`config.mk`:
```
export PLATFORM = sky130hd
export DESIGN_NAME = cv4_layer_sequencer
export DESIGN_NICKNAME = d
export VERILOG_FILES = /design/src/rtl/cv4_layer_sequencer.sv
export SDC_FILE = /design/constraint.sdc
export NUM_CORES = 1
export LEC_CHECK = 0
export BUFFER_PORTS_ARGS = -buffer_cell sky130_fd_sc_hd__buf_2
export CORE_UTILIZATION = 49
export DETAILED_ROUTE_END_ITERATION = 8
export PLACE_DENSITY = 0.74
export SYNTH_ARGS = -nofsm -noshare
export SYNTH_HDL_FRONTEND = slang
export SYNTH_SLANG_ARGS = --single-unit
export TNS_END_PERCENT = 20
```
`constraint.sdc`:
```
create_clock -name clk -period 1.7 [get_ports clk]
set_clock_uncertainty 0.1 [all_clocks]
set_input_delay 0.255 -clock clk [delete_from_list [all_inputs] [get_ports clk]]
set_output_delay 0.255 -clock clk [all_outputs]
set_load 0.1 [all_outputs]
```
`src/rtl/cv4_layer_sequencer.sv`:
```
// Frame-level sequencer for the cv4 filter column engine: kernel load, image stream, output tagging.
// Optional perf counters (perf_cycles, perf_stalls) are built when SEQ_PERF_CNT_EN is defined.
module cv4_layer_sequencer #(
    parameter int unsigned KERNEL_SIZE   = 4,
    parameter int unsigned IMG_COLS      = 24,
    parameter int unsigned ADDR_W        = 5,
    parameter int unsigned DRAIN_TIMEOUT = 16,
    parameter int unsigned OUT_IDX_W     = 5
) (
    input  logic                 clk,
    input  logic                 rst,
    input  logic                 start,
    input  logic                 src_stall,
    output logic                 kmem_rd_en,
    output logic [ADDR_W-1:0]    kmem_addr,
    output logic                 imem_rd_en,
    output logic [ADDR_W-1:0]    imem_addr,
    output logic                 filt_clr,
    output logic                 filt_kernel_load,
    output logic                 filt_valid_in,
    input  logic                 filt_valid_out,
    output logic                 out_valid,
    output logic [OUT_IDX_W-1:0] out_col_idx,
    output logic                 busy,
    output logic                 frame_done,
    output logic                 err_timeout
`ifdef SEQ_PERF_CNT_EN
    ,
    output logic [31:0]          perf_cycles,
    output logic [15:0]          perf_stalls
`endif
);

    localparam int unsigned TMR_W = $clog2(DRAIN_TIMEOUT + 1);
    localparam int unsigned EXP   = IMG_COLS - KERNEL_SIZE;
    localparam logic [OUT_IDX_W-1:0] IDX_MAX = '1;
    localparam logic [TMR_W-1:0]     TMR_MAX = '1;

    typedef enum logic [2:0] {
        S_IDLE,
        S_CLEAR,
        S_LOAD_K,
        S_GAP,
        S_RUN,
        S_DRAIN,
        S_DONE
    } state_t;

    state_t               state;
    logic [OUT_IDX_W-1:0] out_cnt;
    logic [TMR_W-1:0]     drain_tmr;
    logic                 tagging;

    // Read strobes must drop on the very cycle the source stalls, so they decode the current stall.
    assign kmem_rd_en = (state == S_LOAD_K) && !src_stall;
    assign imem_rd_en = (state == S_RUN) && !src_stall;
    assign tagging    = (state == S_RUN) || (state == S_DRAIN);

    always_ff @(posedge clk or posedge rst) begin
        if (rst) begin
            state            <= S_IDLE;
            kmem_addr        <= '0;
            imem_addr        <= '0;
            filt_clr         <= 1'b0;
            filt_kernel_load <= 1'b0;
            filt_valid_in    <= 1'b0;
            out_valid        <= 1'b0;
            out_col_idx      <= '0;
            busy             <= 1'b0;
            frame_done       <= 1'b0;
            err_timeout      <= 1'b0;
            out_cnt          <= '0;
            drain_tmr        <= '0;
        end else begin
            filt_clr         <= 1'b0;
            frame_done       <= 1'b0;
            out_valid        <= 1'b0;
            // Memory data lands one cycle after the read, so the filter strobes trail by one stage.
            filt_kernel_load <= kmem_rd_en;
            filt_valid_in    <= imem_rd_en;

            if (tagging && filt_valid_out) begin
                out_valid   <= 1'b1;
                out_col_idx <= out_cnt;
                if (out_cnt != IDX_MAX) begin
                    out_cnt <= out_cnt + OUT_IDX_W'(1);
                end
            end

            case (state)
                S_IDLE: begin
                    out_col_idx <= '0;
                    if (start) begin
                        state       <= S_CLEAR;
                        busy        <= 1'b1;
                        filt_clr    <= 1'b1;
                        err_timeout <= 1'b0;
                        kmem_addr   <= '0;
                        imem_addr   <= '0;
                        out_cnt     <= '0;
                        drain_tmr   <= '0;
                    end
                end
                S_CLEAR: begin
                    state <= S_LOAD_K;
                end
                S_LOAD_K: begin
                    if (kmem_rd_en) begin
                        kmem_addr <= kmem_addr + ADDR_W'(1);
                        if (kmem_addr == ADDR_W'(KERNEL_SIZE - 1)) begin
                            state <= S_GAP;
                        end
                    end
                end
                S_GAP: begin
                    state <= S_RUN;
                end
                S_RUN: begin
                    if (imem_rd_en) begin
                        imem_addr <= imem_addr + ADDR_W'(1);
                        if (imem_addr == ADDR_W'(IMG_COLS - 1)) begin
                            state <= S_DRAIN;
                        end
                    end
                end
                S_DRAIN: begin
                    if (drain_tmr != TMR_MAX) begin
                        drain_tmr <= drain_tmr + TMR_W'(1);
                    end
                    // Completion wins over a timeout landing on the same cycle.
                    if ((32'(out_cnt) >= EXP) && !filt_valid_in) begin
                        state      <= S_DONE;
                        frame_done <= 1'b1;
                    end else if (drain_tmr >= TMR_W'(DRAIN_TIMEOUT - 1)) begin
                        state       <= S_DONE;
                        frame_done  <= 1'b1;
                        err_timeout <= 1'b1;
                    end
                end
                S_DONE: begin
                    state <= S_IDLE;
                    busy  <= 1'b0;
                end
                default: begin
                    state <= S_IDLE;
                    busy  <= 1'b0;
                end
            endcase
        end
    end

`ifdef SEQ_PERF_CNT_EN
    // Busy-cycle and source-stall counters; restart on an accepted start, hold while idle.
    always_ff @(posedge clk or posedge rst) begin
        if (rst) begin
            perf_cycles <= '0;
            perf_stalls <= '0;
        end else if ((state == S_IDLE) && start) begin
            perf_cycles <= '0;
            perf_stalls <= '0;
        end else begin
            if (state != S_IDLE) begin
                perf_cycles <= perf_cycles + 32'd1;
            end
            if (((state == S_LOAD_K) || (state == S_RUN)) && src_stall && (perf_stalls != 16'hFFFF)) begin
                perf_stalls <= perf_stalls + 16'd1;
            end
        end
    end
`endif

endmodule

```
After elaboration in Yosys (flattened, before gate mapping). Index checks and enable logic that the tools add are counted.

Word-level logic and storage cells: 90. Input port bits: 5. Output and inout bits: 24. Latch bits: 0. Memory bits (read-only): 0. Register bits after elaboration: 35. RAM bits: 0. Memories kept: 0.

$lt $le $gt $ge: 2. Eq/ne operators: 18. $add $sub $neg: 4. Muxes and demuxes: 33. $mul: 0. Bitwise gates (word level): 1. Div/mod/pow operators: 0. Reduce and logical (&&, ||, !) cells: 19. Shift-type cells: 0.

Operators with widths (count): 2-to-1 mux 5 bit (10); one-hot mux 5 bit (2 select lines) (3); 2-to-1 mux 3 bit (7); adder 5 x 1 -> 5 bit, second input constant (4); one-hot mux 3 bit (6 select lines) (1); 2-to-1 mux 1 bit (10); != test 5 bit, second input constant (2); AND reduction 3 bit (3); != test 2 x 1 -> 1 bit, second input constant (4); != test 2 bit, second input constant (4); nonzero test 2 bit (4); equality test 3 x 2 -> 1 bit, second input constant (2); equality test 3 bit, second input constant (2); AND reduction 6 bit (1); equality test 5 x 2 -> 1 bit, second input constant (1); equality test 5 bit, second input constant (1); greater-or-equal comparator 5 x 4 -> 1 bit, second input constant (1); greater-or-equal comparator 5 bit, second input constant (1); OR reduction 5 bit (1); logical AND 1 bit (4); one-hot mux 1 bit (2 select lines) (2); AND reduction 4 bit (1); equality test 3 x 1 -> 1 bit, second input constant (1); zero test 3 bit (1); other kinds (5) (6).

Longest topological paths before layout. Gate-level depths: netlist of run 1.

Depth in word-level cells: 6. Mapped depth: 7. Gate-level depth less buffers: 7.

Worst setup path after synthesis of run 1. No wires, ideal clock.

Kind: reg2reg. Start: reg state[2]. End: reg imem_addr[3]. Stages on the path, launching flop included: 6. Data required time: 1.526 ns. Setup time: 0.074 ns. Setup slack: -1.489 ns. Arrival time: 3.015 ns. Path buffers: 1. Clock period less this slack: 3.189 ns. Cell sequence: dfrtp_1 buf_4 nor4b_2 nand4_1 xor2_1 nor2_1.

Longest elaborated chain between the ends: 4. Elaborated cells on any way between the ends: 8.

Ends and longest elaborated chain: start, declared (line 49) `state_t state;`; start signal, assigned (line 61) `state <= S_IDLE;`; start signal, assigned (line 94) `state <= S_CLEAR;`; start signal, assigned (line 105) `state <= S_LOAD_K;`; equality test 3 bit (line 56) `assign imem_rd_en = (state == S_RUN) && !src_stall;`; logical AND 1 bit (line 56); net imem_rd_en (line 16) `output logic imem_rd_en,`; != test 2 bit (no source line); AND reduction 3 bit (no source line); end signal, assigned (line 120) `imem_addr <= imem_addr + ADDR_W'(1);`; end, declared (line 17) `output logic [ADDR_W-1:0] imem_addr,`.

The timed path passes the listed nets, and every way through them passes these cells. A chain may end at the register's enable or synchronous reset.

Final worst setup path of run 1.
Start: reg state[1]. End: out imem_rd_en.

Longest elaborated chain between the ends: 2.

Ends and longest elaborated chain (line): equality test 3 bit (56); logical AND 1 bit (56); end, declared (16).

Every way passes these cells.

==> impl_metrics.ini, run 1 <==
[floorplanning]
fp-row-count = 21
die_w_um = 60.9
ioPinCount = 29
core_area_um2 = 3340
die_y_um = 60.9
start_util = 0.509
die_area_um2 = 3710

[detailed_routing]
drt-total-wl_mm = 3.81
met1_length_mm = 1.70
dr.first_iter.drc_count = 56
dr.pass1.iters = 4
top_layer_used = met4
vias = 1413
drc_errors = 0
drtAntennaViolNets = 0
wl_met2_mm = 1.90
via_per_inst = 5.35
routedWlPerCell_um = 14.4
wl_met3_um = 157

[clock_tree]
clk_latency_ns = 0.35
clkSlewWorstSetupHoldPaths_ns = 0.11
cts_tree = done
cts_max_level = 2
cts_buffers = 5
clockBufferDepth = 2
clkSinkCount = 35
cts_root_buf = clkbuf_4

[timing]
finalMaxSlewViolations = 0
slew_headroom = 0.673
period_minus_slack_ns = 1.83
fin_crit_sh = 1.08
tightest_slew_ns = 0.493
fin_ws_ns = -0.132
max_freq_ghz = 0.546
tns_ns = -0.452
setup_violations = 6
hold_viol_final = 0
grt_setup_unrepaired = yes

[worst_hold_path]
hp-class = in2reg
min_from = filt_valid_out

[critical_path]
required_ns = 1.34
critPathMaxFanout = 6
cp_cell_sequence = buf_6, nor4b_4, buf_6, buf_12
cp_data_arrival_time_ns = 1.48
rrSetupSlack_ns = -0.06
end_kind = output port
critical_path_class = reg2out
start_kind = flop
slowest_stage = dfrtp_1
cpPeakStageDelay_ns = 0.42
crit_path_start = state[1]
r2r_start = state[2]
crit_path_frequent_cell = buf_6

[logic_synthesis]
synth_cell_types = 38
synth_area_leader_cell = dfrtp_1
postSynthAreaPerCell_um2 = 10.3
yosysMostFrequentCell = dfrtp_1
synthTopCellsByCount = dfrtp_1, o21ai_0, nand2_1, nor2_1, nand3_1
synth_nets = 177
synth_area_leaders = dfrtp_1, ha_1, o21ai_0
synthArstFlopShare = 1.00
synthCells = 165
syn_area_um2 = 1700
synth_edf_count = 0
yosysTopAreaCellShare = 0.515
synthFlopType = dfrtp_1
ys_warn_count = 0
synth.ff_latch_count = 35
seq_area_frac_synth = 0.515

[final_layout]
area_growth_syn_to_layout_pct = 30.0
antenna_cells = 0
stdcell_area_um2 = 2210
layout-drive-gt1-share = 0.339
fin_nets = 229
fillCellCount = 270
final_core_util = 0.662

[job]
maxCapViolCount = 0

[global_routing]
grt_antenna_before_repair = 0
grt_max_degree = 36
overflow = 0
grt_pass1_vias = 1387
grt_usage = 0.238
grt_pass1_wl_mm = 6.36

[placement]
io_buffers = 28
place_ws_ns = -0.100
dpl.hpwl_mm = 2.40
postPlaceCellArea_um2 = 1990
gp_congestion = 0.763

[pwr]
p_leak_nw = 1.07
powerDensity_nw_per_um2 = 1610
power_mw = 3.57
max-vdd-ir-drop_mv = 1.24

[run_status]
outcome = finished, violations left
violations = negative setup slack
power breakdown:
group / switching, mW / internal, mW
combinational: 1.34 / 0.621
clock: 0.280 / 0.161
sequential: 0.156 / 1.00
layout make-up:
class,count,area (µm²),share of cell area
clock inverters,1,5.00,0.00227
inverters,9,38.8,0.0176
repair buffers,51,368,0.166
clock buffers,7,45.0,0.0204
flip-flops and latches,35,876,0.396
multi-input cells,115,820,0.371
well taps,46,57.6,0.0260
critical path, delay by kind of cell (launching register included):
kind | cells | cell delay (ns)
buf+inv | 3 | 0.44
flops | 1 | 0.42
simple gates | 1 | 0.26
per-layer routing:
layer	GRT usage	up-vias
li1	-	686
met1	0.306	686
met2	0.383	35
met3	0.0554	6
met4	0.107	0
met5	0	-
cell usage in the layout (no fill, tap or decap), types with 4 or more instances in the layout:
cell type  instances
dfrtp_1           35
a21oi_1            8
o21ai_1            4
inv_1              8
o21ai_0           11
nor2b_1            6
buf_2             26
nand4_1            5
nand2_1           15
nor2_1            10
buf_6              6
ha_1               4
buf_4             16
nand3_1           10
clkbuf_4           5
xor2_1             6
logic make-up after synthesis:
group	synth area share
mux	0.0133
flops	0.515
xor+xnor	0.0361
simple gates	0.211
fa+ha+maj	0.0515
buf+inv	0.0457
compound gates	0.127
worst paths after layout:
check | end | depth (start not counted)
max | imem_rd_en | 4
min | out_col_idx[4] | 4
min in group asynchronous | out_col_idx[3] | 4
max in group asynchronous | imem_addr[0] | 4
max reg2reg | kmem_addr[0] | 5
min reg2reg | busy | 2
through the flow:
stage	hold WS [ns]	std cells
2_1_floorplan	0.309	165
3_3_place_gp	0.266	245
3_5_place_dp	0.274	245
4_1_cts	0.212	263
5_1_grt	0.233	264
6_report	0.222	264
timing repair:
| action | 4_1_cts | 5_1_grt |
|---|---|---|
| setup buffers | 9 | 1 |
| gates resized for setup | 11 | 15 |
| pin swaps | 7 | 7 |
| hold buffers | 1 | 0 |
| gates cloned | 0 | 0 |
| hold endpoints to repair | 35 | 0 |
| setup endpoints to repair | 10 | 20 |
sequential cells by signal, summed over array words and instances, names as in the netlist, 3 cells and up:
name and cells:
drain_tmr 5, imem_addr 5, kmem_addr 5, out_cnt 5
out_col_idx 5, state 3
(Power assumes the default switching activity.)
==> run 2: changes to the inputs <==
CORE_MARGIN = 10   (was not set)
==> run 2 against run 1 <==
The flow still finishes with violations (negative setup slack). Combinational power decreased by 4%. Maximum frequency increased by 1.3%. Sequential share of layout area increased by 0.78 points. Global-route usage decreased by 11 points.
==> impl_metrics.ini, run 2 (same netlist as run 1, synthesis figures left out) <==
[worst_hold_path]
hp-class = in2reg

[detailed_routing]
via_per_inst = 5.39
dr.first_iter.drc_count = 125
drc_errors = 0
vias = 1407
drt-total-wl_mm = 3.98
routedWlPerCell_um = 15.2
drtAntennaViolNets = 0
dr.pass1.iters = 4

[final_layout]
layout-drive-gt1-share = 0.321
fillCellCount = 276
area_growth_syn_to_layout_pct = 27.5
fin_cells = 261
fin_nets = 226
antenna_cells = 0
final_core_util = 0.649
mostFrequentLayoutCell = dfrtp_1
layout_common_cells = dfrtp_1, buf_2, nand2_1, buf_4

[timing]
fin_ws_ns = -0.109
fin_crit_sh = 1.06
finalMaxSlewViolations = 0
slew_headroom = 0.675
grt_setup_unrepaired = yes
setup_violations = 4
fin_hold_ws_ns = 0.244
tightest_slew_ns = 0.490
hold_viol_final = 0
max_freq_ghz = 0.553
period_minus_slack_ns = 1.81

[critical_path]
critPathMaxFanout = 5
cp_data_arrival_time_ns = 1.45
critical_path_class = reg2out
start_kind = flop
required_ns = 1.34
end_kind = output port

[placement]
io_buffers = 28
place_ws_ns = -0.177
gp_congestion = 0.783
dpl.hpwl_mm = 2.75
dp.cells = 246

[global_routing]
grt_max_degree = 36
grt-busiest-layer = met2
grt_pass1_vias = 1490
use_met2 = 0.225
grt_antenna_before_repair = 0
met1_usage = 0.156
grt_use_met3 = 0.0405
overflow = 0
grt_pass1_wl_mm = 6.80
grt_usage = 0.132

[floorplanning]
die_y_um = 78.9
die_w_um = 78.9
die_area_um2 = 6220
ioPinCount = 29
fp-row-count = 21
start_util = 0.509
core_area_um2 = 3340

[pwr]
power_mw = 3.48
p_leak_nw = 1.05
p_sw_frac = 0.504
powerDensity_nw_per_um2 = 1610
clkPwrFrac = 0.125
max-vdd-ir-drop_mv = 1.13
intPower_mw = 1.73
switching_power_mw = 1.75
combPwrFrac = 0.541
pwr-share-seq = 0.334

[clock_tree]
cts_max_level = 2
clkSlewWorstSetupHoldPaths_ns = 0.10
cts_tree = done
clockBufferDepth = 2
clk_latency_ns = 0.33
cts_root_buf = clkbuf_4
cts_buffers = 5
clkSinkCount = 35

[run_status]
violations = negative setup slack
outcome = finished, violations left

[job]
maxCapViolCount = 0
## run 2: changes by cell type in the layout (fill, tap and decap cells not counted), sizes merged
cell / previous run / this run
buf: 50 / 47
## run 2: worst max-delay path, stage by stage (launching register included)
cell and delay (ns):
dfrtp_1 0.41, buf_6 0.14, nor4b_4 0.27, buf_6 0.15, buf_12 0.16
## run 2: stage by stage
stage / TNS, ns / cell area [µm²]
finish: -0.311 / 2170
global route: -0.700 / 2170
CTS: -0.310 / 2140
detailed placement: -0.662 / 1990
global placement: -0.0602 / 1990
floorplan: -8.01 / 1710
## run 2: layout make-up
cell class	count	area [µm²]	area share
Sequential cell	35	876	0.404
Multi-Input combinational cell	115	803	0.371
Timing Repair Buffer	48	342	0.158
Tap cell	46	57.6	0.0266
Clock buffer	7	45.0	0.0208
Inverter	9	38.8	0.0179
Clock inverter	1	5.00	0.00231
## run 2: path summary, 6_finish.rpt
| kind | end | start | slack [ns] | cells past startpoint |
|---|---|---|---|---|
| setup / recovery | imem_rd_en | state[1] | -0.11 | 4 |
| hold / removal | out_col_idx[4] | filt_valid_out | 0.24 | 4 |
| setup reg to reg | drain_tmr[3] | drain_tmr[1] | -0.08 | 7 |
| hold reg to reg | busy | busy | 0.39 | 2 |
| max in group asynchronous | out_col_idx[1] | rst | 0.73 | 4 |
| min in group asynchronous | out_cnt[0] | rst | 0.45 | 4 |
## run 2: layer usage
layer	part of all wire	up-vias
met5	0	-
met4	0.0078	0
met3	0.054	5
met2	0.51	32
met1	0.43	695
li1	-	675
## run 2: power groups by stage
stage / sequential, mW / combinational [mW] / clock [mW]
3_3_place_gp: 1.15 / 1.72 / 0
3_5_place_dp: 1.17 / 1.75 / 0
6_report: 1.16 / 1.88 / 0.436
2_1_floorplan: 1.84 / 0.658 / 0
4_1_cts: 1.16 / 1.85 / 0.441
5_1_grt: 1.19 / 2.00 / 0.472
## run 2: what timing repair did
action | CTS | global route
hold buffers | 1 | 0
hold endpoints to repair | 35 | 0
gates resized for setup | 12 | 9
pin swaps | 6 | 3
endpoints found under the setup margin | 9 | 14
buffers inserted | 5 | 2
==> run 3: changes to the inputs <==
CORE_MARGIN = 2   (was 10)
==> run 3 against run 2 <==
The flow still finishes with violations (negative setup slack). Design area up 3.3%. Global-route usage is 8.0 points higher. Register-to-register slack about the same. Final cell count up 1.9%. Clock power grew 72%. Power rose by 12%. Die area decreased by 36%. First-iteration DRC count down 29%. Combinational power is 5% higher. Flip-flop and latch count unchanged.
==> impl_metrics.ini, run 3 (same netlist as run 1, synthesis figures left out) <==
[clock_tree]
clockBufferDepth = 2
cts_root_buf = clkbuf_4
cts_buffers = 5
clkSinkCount = 35
cts_max_level = 2
cts_tree = done
clkSlewWorstSetupHoldPaths_ns = 0.11
clk_latency_ns = 0.35

[run_status]
outcome = finished, violations left
violations = negative setup slack

[floorplanning]
die_y_um = 62.9
fp-row-count = 21
start_util = 0.509
die_area_um2 = 3950
ioPinCount = 29
core_area_um2 = 3340
die_w_um = 62.9

[timing]
fin_hold_ws_ns = 0.222
max_freq_ghz = 0.550
grt_setup_unrepaired = yes
tightest_slew_ns = 0.490
fin_crit_sh = 1.07
finalMaxSlewViolations = 0
hold_viol_final = 0
period_minus_slack_ns = 1.82
slew_headroom = 0.676
tns_ns = -0.590
setup_violations = 11
fin_ws_ns = -0.119

[final_layout]
seq_area_um2 = 876
mostFrequentLayoutCell = dfrtp_1
fillCellCount = 273
multi_input_area_um2 = 791
fin_cells = 266
fin_nets = 231
layout_common_cells = dfrtp_1, buf_2, buf_4
antenna_cells = 0
area_growth_syn_to_layout_pct = 31.8
layout-drive-gt1-share = 0.332

[global_routing]
overflow = 0
grt_max_degree = 36
grt_antenna_before_repair = 0
grt_pass1_vias = 1411
grt_usage = 0.212
grt_pass1_wl_mm = 6.58

[critical_path]
reg2reg_to = kmem_addr[0]
slowest_stage = dfrtp_1
cp_data_arrival_time_ns = 1.46
required_ns = 1.34
r2r_start = state[2]
cp_cell_sequence = buf_6, nor4b_4, buf_6, buf_12
end_kind = output port
cpPeakStageDelay_ns = 0.41
start_kind = flop
critical_path_class = reg2out
crit_path_frequent_cell = buf_6
r2r.worst_path.cells = 5
critPathMaxFanout = 3
rrSetupSlack_ns = -0.07

[job]
maxCapViolCount = 0

[detailed_routing]
drtAntennaViolNets = 0
dr.pass1.iters = 4
drc_errors = 0
routedWlPerCell_um = 15.1
via_per_inst = 5.58
vias = 1484
dr.first_iter.drc_count = 89
drt-total-wl_mm = 4.02

[placement]
place_ws_ns = -0.136
dpl.hpwl_mm = 2.59
io_buffers = 28
gp_congestion = 0.748
dp.cells = 245

[worst_hold_path]
hold_depth = 4
whs_endpoint = out_col_idx[3]
hp-class = in2reg
min_from = filt_valid_out

[pwr]
powerDensity_nw_per_um2 = 1740
p_leak_nw = 1.09
max-vdd-ir-drop_mv = 1.21
==> run 3: cell count changes in the layout (fill, tap and decap cells not counted), moves of 2 or more <==
cell,change
o21ai_0,+3
buf_4,+6
bufinv_16,+2
o21ai_1,-2
==> run 3: metrics by stage <==
stage	power, mW	utilization	instance area, µm²
after floorplan	2.50	-	1710
after CTS	3.79	0.655	2180
final	3.89	0.671	2240
after global routing	4.05	0.671	2240
after detailed placement	2.91	0.595	1990
after global placement	2.84	0.595	1990
==> run 3: repair_timing <==
item / 4_1_cts / 5_1_grt
pin swaps: 4 / 7
buffers inserted: 7 / 6
resized for setup: 9 / 5
setup endpoints to repair: 7 / 22
hold buffers: 1 / 0
hold endpoints to repair: 35 / 0
==> run 3: how the worst max path moves through the flow <==
stage                     slack, ns           end    startpoint  cells past startpoint
after floorplan               -0.70  kmem_addr[3]      state[2]                      5
after global placement        -0.03  drain_tmr[3]  drain_tmr[0]                      7
after detailed placement      -0.14      state[0]  drain_tmr[0]                      6
after CTS                     -0.11    kmem_rd_en      state[2]                      4
after global routing          -0.16    imem_rd_en      state[0]                      4
final                         -0.12    imem_rd_en      state[0]                      4
==> run 3: critical path: cells and delay by family (launching register included) <==
kind                   cells  cell delay, ns
flip-flops                 1            0.41
AND/OR/NAND/NOR            1            0.26
buffers and inverters      3            0.45
==> run 3: area by class of cell <==
class / instances / share of cell area
clock buffers: 6 / 0.0184
well taps: 46 / 0.0257
multi-input cells: 115 / 0.353
flip-flops and latches: 35 / 0.391
clock inverters: 2 / 0.0268
repair buffers: 53 / 0.168
inverters: 9 / 0.0173
==> run 3: report_power, final <==
group	switching (mW)	total, mW	leakage (nW)	internal (mW)
Combinational	1.36	1.98	0.563	0.622
Clock	0.292	0.751	0.0525	0.459
Sequential	0.153	1.16	0.475	1.00
Total	1.80	3.89	1.09	2.08
==> run 3: metal layers <==
metal  track usage  vias to the layer above  part of all wire
met3        0.0541                        6             0.049
met4        0.0889                        0            0.0070
met1         0.262                      730              0.44
li1              -                      688                 -
met2         0.350                       60              0.50
met5             0                        -                 0
